--- config.mk ---
export PLATFORM = sky130hd
export DESIGN_NAME = dice_roll_sequencer
export DESIGN_NICKNAME = d
export VERILOG_FILES = /design/src/rtl/dice_roll_sequencer.sv
export SDC_FILE = /design/constraint.sdc
export NUM_CORES = 1
export LEC_CHECK = 0
export CORE_UTILIZATION = 57
export DETAILED_ROUTE_END_ITERATION = 10
export GPL_TIMING_DRIVEN = 0
export PLACE_DENSITY_LB_ADDON = 0.08
export SYNTH_ARGS = -nofsm -noshare
export SYNTH_HDL_FRONTEND = slang
export SYNTH_SLANG_ARGS = --single-unit
--- constraint.sdc ---
create_clock -name clk -period 3.6 [get_ports clk]
set_input_delay 0.72 -clock clk [delete_from_list [all_inputs] [get_ports clk]]
set_output_delay 0.72 -clock clk [all_outputs]
set_load 0.03 [all_outputs]
--- src/rtl/dice_roll_sequencer.sv ---
// +--------------------------------------------------------------------------+
// | dice_roll_sequencer: debounce tick, die-select arbitration, roll FSM and |
// | LFSR-to-die reduction. Optional SHOW timeout via `define SHOW_TIMEOUT_EN |
// | Revision: 1.0                                                            |
// +--------------------------------------------------------------------------+
`default_nettype none

module dice_roll_sequencer #(
  parameter int unsigned TICK_DIV   = 16,
  parameter int unsigned SPIN_TICKS = 8,
  parameter logic [15:0] LFSR_SEED  = 16'hACE1
) (
  input  logic       clk,
  input  logic       rst_n,
  input  logic [5:0] btn_db,
  output logic       tick_out,
  output logic [2:0] sel_die,
  output logic       rolling,
  output logic [4:0] result,
  output logic       result_valid
);

  localparam int unsigned TW = $clog2(TICK_DIV);
  localparam int unsigned SW = $clog2(SPIN_TICKS + 1);
  localparam logic [TW-1:0] TICK_LAST = TW'(TICK_DIV - 1);
  localparam logic [SW-1:0] SPIN_LAST = SW'(SPIN_TICKS - 1);
  localparam logic [15:0]   LFSR_MASK = 16'hB400;

  localparam logic [2:0] S_IDLE   = 3'd0;
  localparam logic [2:0] S_HELD   = 3'd1;
  localparam logic [2:0] S_SPIN   = 3'd2;
  localparam logic [2:0] S_REDUCE = 3'd3;
  localparam logic [2:0] S_SHOW   = 3'd4;

  logic [2:0]    state_q, state_d;
  logic [TW-1:0] tick_cnt_q, tick_cnt_d;
  logic [15:0]   lfsr_q, lfsr_d;
  logic [5:0]    btn_q;
  logic [2:0]    sel_q, sel_d;
  logic [SW-1:0] spin_q, spin_d;
  logic [7:0]    r_q, r_d;
  logic [4:0]    result_q, result_d;
`ifdef SHOW_TIMEOUT_EN
  logic [7:0]    show_cnt_q, show_cnt_d;
`endif

  logic       w_tick;
  logic [5:0] w_rise;
  logic       w_any_rise;
  logic [2:0] w_win;
  logic [7:0] w_sides;
  logic       w_sel_lvl;

  assign w_tick     = (tick_cnt_q == TICK_LAST);
  assign tick_cnt_d = w_tick ? '0 : tick_cnt_q + 1'b1;
  assign lfsr_d     = {1'b0, lfsr_q[15:1]} ^ (lfsr_q[0] ? LFSR_MASK : 16'h0000);
  assign w_rise     = btn_db & ~btn_q;
  assign w_any_rise = |w_rise;
  assign w_sel_lvl  = |(btn_db & (6'd1 << sel_q));

  // Lowest-index rising button wins.
  always_comb begin
    w_win = 3'd0;
    for (int i = 5; i >= 0; i--) begin
      if (w_rise[i]) w_win = 3'(i);
    end
  end

  always_comb begin
    case (sel_q)
      3'd0:    w_sides = 8'd4;
      3'd1:    w_sides = 8'd6;
      3'd2:    w_sides = 8'd8;
      3'd3:    w_sides = 8'd10;
      3'd4:    w_sides = 8'd12;
      default: w_sides = 8'd20;
    endcase
  end

  always_comb begin
    state_d  = state_q;
    sel_d    = sel_q;
    spin_d   = spin_q;
    r_d      = r_q;
    result_d = result_q;
`ifdef SHOW_TIMEOUT_EN
    show_cnt_d = show_cnt_q;
`endif
    case (state_q)
      S_IDLE: begin
        if (w_any_rise) begin
          state_d = S_HELD;
          sel_d   = w_win;
        end
      end
      S_HELD: begin
        if (!w_sel_lvl) begin
          state_d = S_SPIN;
          spin_d  = '0;
        end
      end
      S_SPIN: begin
        if (w_tick) begin
          if (spin_q == SPIN_LAST) begin
            state_d = S_REDUCE;
            r_d     = lfsr_q[7:0];
          end else begin
            spin_d = spin_q + 1'b1;
          end
        end
      end
      S_REDUCE: begin
        // r < sides <= 20 here, so the low five bits carry the whole value.
        if (r_q >= w_sides) begin
          r_d = r_q - w_sides;
        end else begin
          result_d = r_q[4:0] + 5'd1;
          state_d  = S_SHOW;
`ifdef SHOW_TIMEOUT_EN
          show_cnt_d = '0;
`endif
        end
      end
      S_SHOW: begin
        if (w_any_rise) begin
          state_d  = S_HELD;
          sel_d    = w_win;
          result_d = '0;
        end
`ifdef SHOW_TIMEOUT_EN
        else if (w_tick) begin
          if (show_cnt_q == 8'hFF) begin
            state_d  = S_IDLE;
            result_d = '0;
          end else begin
            show_cnt_d = show_cnt_q + 8'd1;
          end
        end
`endif
      end
      default: state_d = S_IDLE;
    endcase
  end

  always_ff @(posedge clk) begin
    if (!rst_n) begin
      state_q    <= S_IDLE;
      tick_cnt_q <= '0;
      lfsr_q     <= LFSR_SEED;
      btn_q      <= '0;
      sel_q      <= '0;
      spin_q     <= '0;
      r_q        <= '0;
      result_q   <= '0;
`ifdef SHOW_TIMEOUT_EN
      show_cnt_q <= '0;
`endif
    end else begin
      state_q    <= state_d;
      tick_cnt_q <= tick_cnt_d;
      lfsr_q     <= lfsr_d;
      btn_q      <= btn_db;
      sel_q      <= sel_d;
      spin_q     <= spin_d;
      r_q        <= r_d;
      result_q   <= result_d;
`ifdef SHOW_TIMEOUT_EN
      show_cnt_q <= show_cnt_d;
`endif
    end
  end

  assign tick_out     = w_tick;
  assign sel_die      = sel_q;
  assign result       = result_q;
  assign rolling      = (state_q == S_HELD) || (state_q == S_SPIN) || (state_q == S_REDUCE);
  assign result_valid = (state_q == S_SHOW);

endmodule

`default_nettype wire

Word-level counts from Yosys, hierarchy flattened --
Cells that the tools add are included.
Cells by class: bitwise gates (word level) 5, magnitude comparators 1, mux-type cells 25, add/subtract/negate cells 4, eq/ne operators 18, reduce and logical (&&, ||, !) cells 16, shifts and indexed selects 1
Operators by type and width (count):
- $mux W3 | 11
- $pmux W5 S5 | 1
- $mux W8 | 3
- $mux W16 | 1
- $pmux W8 S2 | 1
- $xor A15 B16 Y16 | 1
- $and A6 B6 Y6 | 2
- $eq A3 B2 Y1 const B | 4
- $mux W4 | 3
- $ne A2 B2 Y1 const B | 6
- $pmux W3 S4 | 1
- $reduce_or A6 Y1 | 2
- $mux W5 | 2
- $pmux W5 S2 | 1
- $add A4 B1 Y4 const B | 2
- $ge A8 B8 Y1 | 1
- $pmux W4 S2 | 1
- $reduce_and A4 Y1 | 2
- $sub A8 B8 Y8 | 1
- $eq A3 B1 Y1 const B | 2
- $eq A3 B3 Y1 const B | 2
- $logic_not A3 Y1 | 2
- $not A6 Y6 | 1
- $reduce_bool A2 Y1 | 3
- other kinds (11) | 14
Word-level totals: output and inout port bits 11, bits in registers 49

Logic depth before layout (Yosys ltp) --
depth after elaboration 8, depth in mapped cells 10, gate-level depth less buffers 10

Worst setup path before layout --
Ideal clock, no wire load.
path kind reg-to-reg, from register sel_q[1], in the netlist sel_die[1], to register state_q[1], required time 3525 ps, setup slack 692 ps, stages on the path, launching flop included 10, data arrival time 2833 ps, clock period less this slack 2908 ps, setup time 75 ps, cell sequence dfxtp_1 > nor2b_1 > a21oi_1 > ha_1 > a21oi_2 > nand3_2 > a2111o_1 > a211o_1 > or3_1 > a31oi_1
Between the ends: word-level cells in the longest chain between the ends 5, elaborated cells on any way between the ends 13, those cells by class order compare: 1; eq/ne: 6; shift: 1; mux: 1; bitwise: 1; reduce/logical: 3
RTL lines:
- start, declared | line 39 | logic [2:0] sel_q, sel_d;
- start signal, assigned | line 163 | sel_q <= sel_d;
- $eq A3 B3 Y1, or another cell as far along | line 70 | case (sel_q)
- $pmux W5 S5 or $and A6 B6 Y6 (tied branches) | line 70, 59
- $ge A8 B8 Y1 or $reduce_or A6 Y1 (tied branches) | line 114, 59
- $ne A2 B2 Y1 (no line)
- $reduce_and A5 Y1 (no line) (*)
- end signal, assigned | line 159 | state_q <= state_d;
- end, declared | line 35 | logic [2:0] state_q, state_d;
Mark *: on every way between the ends. The rest lies on a longest branch, timed or not. A chain may end at the register's enable or synchronous reset.

Worst setup path in the final report --
Same ends and word-level chain as after synthesis.

==> out/qor.csv <==
stage,metric,value,unit
yosys,synthCells,257,
power_and_ir_drop,ir_drop,355,uV
place,place.gp.congestion,0.914,
grt,overflow,0,
critical_path,reg2regPathDepth,9,
clocking,cts_hold_buf,0,
timing,rsz0062_at_grt,no,
clocking,clk_path_buf_depth,2,
layout,antenna_cells,0,
yosys,synth_seq_cells,49,
yosys,synth_edf_count,0,
power_and_ir_drop,power_density,540,nW/um^2
routing,vias_per_cell,5.71,
timing,finalCritPeriodShare,82.8,%
critical_path,cp_max_fo,7,
routing,drc,0,
layout,layout_common_cells,"49 x dfxtp_1, 27 x nand2_1, 22 x nor2_1, 20 x a21oi_1, 18 x clkdlybuf4s50_1",
layout,final_nets,298,
timing,maxSlewViolCount,0,
power_and_ir_drop,total_power,0.00141,W
yosys,synth_ff_type,dfxtp_1,
layout,fill_cells,329,
grt,antenna_found_initial,0,
critical_path,crit_path_start_kind,flop,
floorplan,ios,19,
timing,min_period,2.98,ns
critical_path,crit_end,state_q[1],
routing,antenna_left,0,
clocking,cts_sinks,49,
grt,grt_pass1_vias,1775,
grt,grt_start_max_net_pins,19,
clocking,path_clk_slew,0.10,ns
layout,synthToLayoutAreaGrowth,14.7,%
floorplan,start_util,60.8,%
timing,setup_tns,0,ns
yosys,syn_nets,273,
timing,finalSetupViolations,0,
yosys,synthArstFlopShare,0,%
layout,seq_area,981,sq um
timing,slew_headroom,58.7,%
floorplan,die_w,65.2,um
yosys,yosysUniqueCellTypes,53,
clocking,postCtsSetupRepairBufs,0,
run,drv_cap,0,
clocking,cts-root-buf,clkbuf_8,
outcome,outcome,finished clean,
timing,max_freq,335,MHz
place,io_buffers,18,
timing,worstMarginPinSlew,0.616,ns
place,hpwl,3.51,mm
layout,final_common_cell,dfxtp_1,
worst_hold_path,hold_class,flop to flop,
critical_path,critical_path_class,flop to flop,
yosys,ys_seq_area_share,43.1,%
layout,multi_input_area,1220,sq um
critical_path,cp-end-kind,flop,
clocking,htreeDepth,2,
critical_path,cp-startpoint,sel_die[1],
floorplan,die_area,4250,sq um
timing,finalHoldViolCount,0,
yosys,syn_area_per_cell,8.86,sq um
floorplan,die_h,65.2,um
routing,wire_per_inst,14.3,um
critical_path,reg2reg_to,state_q[1],
clocking,cts_tree,yes,
yosys,synth.cell_area,2280,sq um
timing,clock_skew,0.0113,ns
critical_path,rrSetupSlack,0.62,ns
yosys,ys.warnings.count,0,
clocking,cts_resized,0,
layout,post-route-util,69.8,%
grt,grt_pass1_wl,8.00,mm
routing,drt_first_iter_violations,138,
critical_path,required,3.84,ns
floorplan,core,3740,sq um
critical_path,crit_arrival,3.22,ns
floorplan,rows,22,
critical_path,r2r_start,sel_die[1],
clocking,clock_latency,0.31,ns
grt,grt.total_usage,25.0,%
power_and_ir_drop,p_leak,1.02,nW
layout,drive_gt1_share,8.48,%
routing,route.final.wire_length,4.73,mm
routing,vias,1890,
timing,holdWs,0.427,ns
routing,drtPass1Iterations,4,
clocking,cts_buffers,5,
[cell families after synthesis]
logic type	share of synthesized area [%]
AO/OA/AOI/OAI	16.1
multiplexers	1.87
adder cells (fa/ha/maj)	4.73
flip-flops	43.1
XOR/XNOR	3.46
buffers and inverters	3.24
AND/OR/NAND/NOR	27.5
[cells in the mapped netlist, types with 3 or more instances]
cell	count	area (sq um)
a211o_1	3	26.3
a211oi_1	3	22.5
a21oi_1	20	100
a311oi_1	3	26.3
a31oi_1	3	18.8
and2_1	16	100
clkbuf_1	5	18.8
dfxtp_1	49	981
ha_1	7	87.6
inv_1	5	18.8
nand2_1	27	101
nand2b_1	9	56.3
nand3_1	15	75.1
nor2_1	22	82.6
nor2b_1	6	37.5
nor3_1	3	15.0
o21ai_0	9	45.0
or3_1	3	18.8
xnor2_1	5	43.8
xor2_1	4	35.0
[state kept, by name, indices dropped and copies added, names as in the netlist]
signal / count
btn_q: 6
state_q: 3
sel_die: 3
spin_q: 4
lfsr_q: 16
r_q: 8
tick_cnt_q: 4
result: 5
[layout make-up]
type	count	share of cell area, %
Buffer	8	1.96
Clock buffer	5	2.64
Clock inverter	3	1.01
Inverter	6	0.862
Multi-Input combinational cell	194	46.8
Sequential cell	49	37.6
Tap cell	48	2.30
Timing Repair Buffer	18	6.90
[worst max-delay path, cell delays in order, from the launching register on]
cell,delay [ns]
dfxtp_1,0.45
nor2b_1,0.34
a21oi_1,0.08
ha_1,0.36
a21oi_2,0.20
nand3_2,0.11
a2111o_1,0.48
a211o_1,0.39
or3_1,0.33
a31oi_1,0.16
[how the worst min path moves through the flow]
stage / start / end / cells past startpoint
2_1_floorplan: lfsr_q[12] / lfsr_q[11] / 1
3_3_place_gp: lfsr_q[12] / lfsr_q[11] / 1
3_5_place_dp: lfsr_q[8] / lfsr_q[7] / 1
4_1_cts: lfsr_q[8] / lfsr_q[7] / 1
5_1_grt: lfsr_q[8] / lfsr_q[7] / 1
6_report: lfsr_q[12] / lfsr_q[11] / 1
[routing by layer]
layer  vias up  part of all wire, %  global-route usage (%)
met5         -                    0                       0
met4         0                  2.0                    11.1
met3         9                  4.9                    7.12
met2        49                   46                    40.3
met1       881                   47                    30.7
li1        951                    -                       -
[power by group]
| group | switching [W] | internal, W | total (W) |
|---|---|---|---|
| Combinational | 0.000256 | 0.000194 | 0.000450 |
| Sequential | 0.0000314 | 0.000584 | 0.000615 |
| Clock | 0.000200 | 0.000144 | 0.000344 |
[per-stage QoR]
stage               setup WS, ns  instance area (sq um)  cells
finish                     0.617                   2610    331
global route               0.379                   2610    331
CTS                        0.600                   2610    331
detailed placement         0.632                   2520    323
global placement           0.628                   2520    323
floorplan                  0.692                   2280    257
Note: power is estimated with default switching activity, not from simulation.
